## src/rtl/imem_load_ctrl.sv

```systemverilog
// Instruction-memory load controller: serves CPU fetches in normal operation and assembles
// MSB-first loader bytes into 32-bit words written into the instruction memory.
module imem_load_ctrl #(
  parameter int unsigned DEPTH = 256
) (
  input  logic        clk,
  input  logic        reset,
  input  logic [31:0] cpu_pc,
  output logic [31:0] cpu_instr,
  output logic        cpu_hold,
  output logic        cpu_pc_clr,
  input  logic        load_start,
  input  logic [8:0]  load_len,
  input  logic        load_abort,
  input  logic        load_valid,
  input  logic [7:0]  load_byte,
  output logic        load_ready,
  output logic        load_done,
  output logic [7:0]  mem_addr,
  output logic [31:0] mem_wdata,
  output logic        mem_we,
  input  logic [31:0] mem_rdata
);

  typedef enum logic [1:0] {StRun, StLoad, StWrite, StFlush} state_e;

  localparam logic [8:0] MaxLen = 9'(DEPTH);

  state_e      state_q, state_d;
  logic [8:0]  ptr_q, ptr_d;
  logic [8:0]  len_q, len_d;
  logic [1:0]  cnt_q, cnt_d;
  logic [31:0] asm_q, asm_d;
  logic [8:0]  len_clamped;

  // Byte offset bits of the fetch address are not needed for word-indexed memory.
  logic unused_pc;
  assign unused_pc = ^cpu_pc[1:0];

  assign len_clamped = (load_len > MaxLen) ? MaxLen : load_len;

  always_ff @(posedge clk or posedge reset) begin
    if (reset) begin
      state_q <= StRun;
      ptr_q   <= 9'd0;
      len_q   <= 9'd0;
      cnt_q   <= 2'd0;
      asm_q   <= 32'd0;
    end else begin
      state_q <= state_d;
      ptr_q   <= ptr_d;
      len_q   <= len_d;
      cnt_q   <= cnt_d;
      asm_q   <= asm_d;
    end
  end

  always_comb begin
    state_d    = state_q;
    ptr_d      = ptr_q;
    len_d      = len_q;
    cnt_d      = cnt_q;
    asm_d      = asm_q;
    cpu_instr  = 32'd0;
    cpu_hold   = 1'b1;
    cpu_pc_clr = 1'b0;
    load_ready = 1'b0;
    load_done  = 1'b0;
    mem_we     = 1'b0;
    mem_addr   = ptr_q[7:0];
    mem_wdata  = asm_q;

    case (state_q)
      StRun: begin
        cpu_hold = 1'b0;
        mem_addr = cpu_pc[9:2];
        // Fetches beyond the 1 KiB instruction window return a zero word.
        if (cpu_pc[31:10] == 22'd0) begin
          cpu_instr = mem_rdata;
        end
        if (load_start) begin
          ptr_d   = 9'd0;
          cnt_d   = 2'd0;
          asm_d   = 32'd0;
          len_d   = len_clamped;
          state_d = (len_clamped == 9'd0) ? StFlush : StLoad;
        end
      end
      StLoad: begin
        load_ready = 1'b1;
        if (load_abort) begin
          cnt_d   = 2'd0;
          asm_d   = 32'd0;
          state_d = StFlush;
        end else if (load_valid) begin
          asm_d = {asm_q[23:0], load_byte};
          cnt_d = cnt_q + 2'd1;
          if (cnt_q == 2'd3) begin
            state_d = StWrite;
          end
        end
      end
      StWrite: begin
        mem_we = 1'b1;
        ptr_d  = ptr_q + 9'd1;
        if (load_abort || (ptr_d == len_q)) begin
          state_d = StFlush;
        end else begin
          state_d = StLoad;
        end
      end
      StFlush: begin
        cpu_pc_clr = 1'b1;
        load_done  = 1'b1;
        state_d    = StRun;
      end
      default: state_d = StRun;
    endcase
  end

endmodule

```

## config.mk

```make
export PLATFORM = sky130hd
export DESIGN_NAME = imem_load_ctrl
export DESIGN_NICKNAME = d
export VERILOG_FILES = /design/src/rtl/imem_load_ctrl.sv
export SDC_FILE = /design/constraint.sdc
export NUM_CORES = 1
export LEC_CHECK = 0
export ABC_AREA = 1
export CAP_MARGIN = 10
export CORE_ASPECT_RATIO = 2
export CORE_MARGIN = 2
export CORE_UTILIZATION = 39
export CTS_CLUSTER_SIZE = 8
export DETAILED_ROUTE_END_ITERATION = 10
export PLACE_DENSITY_LB_ADDON = 0.3
export RECOVER_POWER = 100
export SYNTH_ARGS = -nofsm -noshare
export SYNTH_HDL_FRONTEND = slang
export SYNTH_SLANG_ARGS = --single-unit
```

## constraint.sdc

```tcl
create_clock -name clk -period 2.23 [get_ports clk]
set_input_delay 0.446 -clock clk [delete_from_list [all_inputs] [get_ports clk]]
set_output_delay 0.446 -clock clk [all_outputs]
set_load 0.02 [all_outputs]
```

# ---- After elaboration in Yosys (flattened, before gate mapping)
# Cells that the tools add are included.
dict set report word_totals {
  reg_bits 54
  input_bits 86
  output_inout_bits 77
  word_cells 51
}
dict set report classes {
  add_sub_neg 2
  n_lt_le_gt_ge 1
  n_eq_ne 8
  n_mux 25
  reduce_logical 10
}
# cell n
set op_table {}
lappend op_table {{32-bit two-way mux} 5}
lappend op_table {{32-bit case mux with 2 select lines} 1}
lappend op_table {{22-bit logical NOT} 1}
lappend op_table {{2-bit two-way mux} 9}
lappend op_table {{9-bit two-way mux} 2}
lappend op_table {{9-bit case mux with 2 select lines} 1}
lappend op_table {{9-bit by 1-bit adder with 9-bit output (second input constant)} 1}
lappend op_table {{9-bit equality test} 1}
lappend op_table {{9-bit > comparator (second input constant)} 1}
lappend op_table {{9-bit logical NOT} 1}
lappend op_table {{8-bit two-way mux} 1}
lappend op_table {{2-bit case mux with 4 select lines} 1}
lappend op_table {{2-bit equality test (second input constant)} 3}
lappend op_table {{3-bit inequality test (second input constant)} 2}
lappend op_table {{3-bit AND reduction} 2}
lappend op_table {{1-bit two-way mux} 4}
lappend op_table {{2-bit case mux with 2 select lines} 1}
lappend op_table {{2-bit AND reduction} 2}
lappend op_table {{2-bit nonzero test} 2}
lappend op_table {{2-bit by 1-bit adder with 2-bit output (second input constant)} 1}
lappend op_table {{2-bit by 1-bit equality test with 1-bit output (second input constant)} 1}
lappend op_table {{2-bit logical NOT} 1}
lappend op_table {{2-bit inequality test (second input constant)} 1}
lappend op_table {{1-bit logical OR} 1}

# ---- Logic depth before layout (Yosys ltp)
dict set report logic_depth {
  word_depth 6
  depth_mapped 10
  ltp_nobuf 10
}

# ---- Worst setup path before layout
# No wires, ideal clock.
dict set report synth_path {
  path_type {input -> output}
  startpoint {input port cpu_pc[23]}
  endpoint {output port cpu_instr[10]}
  t_arrival_ns 1.491
  path_slack_ns 0.293
  cell_stages 6
  n_path_buf 1
  cell_sequence {nor4_1 nand2_1 nor2_1 nand3_1 clkbuf_1 nor2_1}
}
dict set report synth_via {
  elab_chain_len 3
}
# element line
set synth_rtl {}
lappend synth_rtl {{from (decl)} 8} ;# input logic [31:0] cpu_pc,
lappend synth_rtl {{22-bit logical NOT} 78} ;# if (cpu_pc[31:10] == 22'd0) begin
lappend synth_rtl {{32-bit two-way mux} 78}
lappend synth_rtl {{32-bit two-way mux} 73} ;# case (state_q)
lappend synth_rtl {{to (decl)} 9} ;# output logic [31:0] cpu_instr,
# No other way between the ends.

# ---- Final worst setup path
dict set report layout_path {
  startpoint {register state_q[0]}
  endpoint {output port cpu_hold}
}
dict set report layout_via {
  elab_chain_len 2
}
# element line
set layout_rtl {}
lappend layout_rtl {{from (decl)} 29} ;# state_e state_q, state_d;
lappend layout_rtl {{from (signal assigned)} 44} ;# state_q <= StRun;
lappend layout_rtl {{from (signal assigned)} 50} ;# state_q <= state_d;
lappend layout_rtl {{2-bit logical NOT} 73}
lappend layout_rtl {{1-bit two-way mux} 73}
lappend layout_rtl {{to (decl)} 10} ;# output logic cpu_hold,
# No other way between the ends.

==> flow_metrics.env <==
export IMPL_outcome="finished, final reports clean"
export IMPL_cp_max_fo=23
export IMPL_cts_hold_buf=0
export IMPL_fill_cells=664
export IMPL_num_vias=3294
export IMPL_die_x_um=65.87
export IMPL_grtUsageTotal_pct=22.22
export IMPL_post_route_drc_count=0
export IMPL_grt_remaining_overflow=0
export IMPL_cts_buffers=5
export IMPL_dieHeight_um=127.7
export IMPL_htree_levels=2
export IMPL_setup_slack_ns=0.08630
export IMPL_hpwlAfterDp_mm=6.962
export IMPL_syn_inst=402
export IMPL_multi_input_area_um2=1471
export IMPL_drt_iter0_drc=141
export IMPL_endpoint="cpu_hold"
export IMPL_wl_per_cell_um=14.32
export IMPL_layout_drive_gt1_share_pct=17.40
export IMPL_fin_cells=663
export IMPL_period_share_pct=96.13
export IMPL_clock_latency_ns=0.30
export IMPL_synth_nets=490
export IMPL_antenna_found_initial=0
export IMPL_routabilityCongestion=0.8075
export IMPL_max_cap_viol_count=0
export IMPL_pre_cts_ws_ns=-0.6349
export IMPL_crit_start="state_q[0]"
export IMPL_seq_area_um2=1351
export IMPL_power_leakage_nw=2.236
export IMPL_port_buffers=160
export IMPL_hold_violations=0
export IMPL_arrival_ns=1.70
export IMPL_grt_max_degree=35
export IMPL_final_antenna_net_count=0
export IMPL_max_freq_mhz=466.5
export IMPL_power_density_nw_per_um2=972.1
export IMPL_place_inst=652
export IMPL_report_final_slew_viol_count=0
export IMPL_crit_type="reg2out"
export IMPL_cts_sinks=54
export IMPL_rr_worst_depth=9
export IMPL_min_period_ns=2.144
export IMPL_grt_pass1_vias=3109
export IMPL_placed_area_um2=4727
export IMPL_synth_cell_types=28
export IMPL_initial_core_util_pct=39.87
export IMPL_antennaDiodeCount=0
export IMPL_rsz0062_at_grt="false"
export IMPL_yosysSeqAreaShare_pct=45.26
export IMPL_reg2reg_slack_ns=0.29
export IMPL_core_area_um2=7488
export IMPL_reg2reg_to="mem_wdata[27]"
export IMPL_relSlewSlack_pct=43.31
export IMPL_r2r_start="state_q[0]"
export IMPL_synth_warnings=0
export IMPL_wl_mm=9.494
export IMPL_ys_seq_elements=54
export IMPL_required_ns=1.78
export IMPL_worst_setup_path_end_kind="output port"
export IMPL_fin_nets=656
export IMPL_cts_buffer_depth=2
export IMPL_clock_root_buffer="clkbuf_16"
export IMPL_fin_worst_skew_ns=0.005251
export IMPL_dr_pass1_iters=4
export IMPL_max_slew_worst_pin_slew_ns=0.8494
export IMPL_path_clk_slew_ns=0.07
export IMPL_cts_tree="built"
export IMPL_avgSynthCellArea_um2=7.426
export IMPL_syn_to_final_growth_pct=65.88
export IMPL_viasPerCell=4.968
export IMPL_setup_viol=0
export IMPL_row_count=45
export IMPL_holdCritPathClass="reg2reg"
export IMPL_io_pins=163
export IMPL_worst_setup_path_start_kind="flip-flop"
export IMPL_syn_cell_area_um2=2985
export IMPL_ir_drop_uv=646.7
export IMPL_grt_pass1_wl_mm=14.39
export IMPL_dieArea_um2=8413
export IMPL_final_area_um2=4952
-- routing by layer --
metal / track usage (%) / part of all wire (%) / vias to the layer above
li1: - / - / 1630
met3: 6.146 / 9.7 / 5
met2: 39.51 / 51 / 161
met5: 0 / 0 / -
met4: 6.985 / 1.3 / 0
met1: 25.09 / 38 / 1498
-- synthesized netlist by cell type --
master	instances	area, um^2
inv_1	51	191.4
buf_6	2	22.52
nor2_1	48	180.2
nor4_1	4	25.02
a21oi_1	3	15.01
nor2_4	3	33.78
o21ai_1	5	25.02
nand2_2	1	6.260
ha_1	2	25.02
buf_4	1	7.510
nor3_1	2	10.01
nand3_1	39	195.2
nor2_2	4	25.02
nand4_1	7	43.79
nor2_8	1	20.02
inv_2	5	18.77
xnor2_1	1	8.760
dfrtp_1	54	1351
nand2_1	97	364.1
o21ai_2	4	35.03
clkbuf_1	6	22.52
o21ai_0	34	170.2
and2_1	1	6.260
xor2_1	1	8.760
buf_2	5	25.02
o22ai_2	2	25.02
nand2_4	1	11.26
o22ai_1	18	112.6
-- layout by cell type (no fill, tap or decap), types with 5 or more instances in the layout --
master	synthesis	routed
dlygate4sd3_1	0	21
nor2_2	4	13
dfrtp_1	54	54
o21ai_0	34	38
clkbuf_2	0	12
nand3_1	39	38
nand2_1	97	97
buf_6	2	15
nand4_1	7	7
buf_4	1	17
clkdlybuf4s50_1	0	79
clkbuf_16	0	5
nor2_4	3	15
inv_1	51	52
dlygate4sd2_1	0	20
nor2_1	48	27
o22ai_1	18	19
-- timing repair --
item                       CTS  global route
gates cloned                 2             1
gates resized for setup    211            59
setup buffers                2             0
setup endpoints to repair   40            33
pin swaps                    5             8
-- stage by stage --
stage / utilization, % / TNS, ns / hold slack (ns) / total power, W
2_1_floorplan: - / 0 / 0.4459 / 0.002999
3_3_place_gp: 63.12 / -18.22 / 0.4581 / 0.003962
3_5_place_dp: 63.12 / -19.28 / 0.4680 / 0.004012
4_1_cts: 66.02 / -0.3894 / 0.4842 / 0.004877
5_1_grt: 66.13 / 0 / 0.5166 / 0.005153
6_report: 66.13 / 0 / 0.4791 / 0.004814
-- final cells by class --
class	count	area share [%]
Timing Repair Buffer	173	32.87
Clock buffer	5	2.527
Sequential cell	54	27.29
Multi-Input combinational cell	278	29.71
Tap cell	94	2.375
Clock inverter	3	0.9853
Inverter	56	4.245
-- sequential cells by signal (all words and copies together), names as in the netlist --
register,count
cnt_q,2
len_q,9
mem_wdata,32
ptr_q,9
state_q,2
-- worst max-delay path: stages (launching register included) --
cell             delay (ns)
dfrtp_1                0.45
nor2_4                 0.15
buf_6                  0.21
inv_2                  0.05
clkdlybuf4s50_1        0.54
-- worst min path at each step --
stage | start | to | depth (start not counted)
6_report | cnt_q[1] | cnt_q[1] | 2
5_1_grt | mem_wdata[29] | mem_wdata[29] | 2
4_1_cts | cnt_q[1] | cnt_q[1] | 2
3_5_place_dp | cnt_q[1] | cnt_q[1] | 2
3_3_place_gp | cnt_q[1] | cnt_q[1] | 2
2_1_floorplan | cnt_q[1] | cnt_q[1] | 2
-- cells by family after synthesis --
| group | after synthesis | synth area share [%] |
|---|---|---|
| simple gates | 208 | 30.85 |
| fa+ha+maj | 2 | 0.8381 |
| flops | 54 | 45.26 |
| compound gates | 66 | 12.82 |
| xor+xnor | 2 | 0.5869 |
| buf+inv | 70 | 9.639 |
-- power breakdown --
part	total, W	leakage [nW]	internal, W	switching (W)
clock network	0.000914	0.0819	0.000538	0.000376
logic	0.00239	1.42	0.000927	0.00147
registers	0.00151	0.730	0.00127	0.000232
Power figures use the tool's default switching activity.
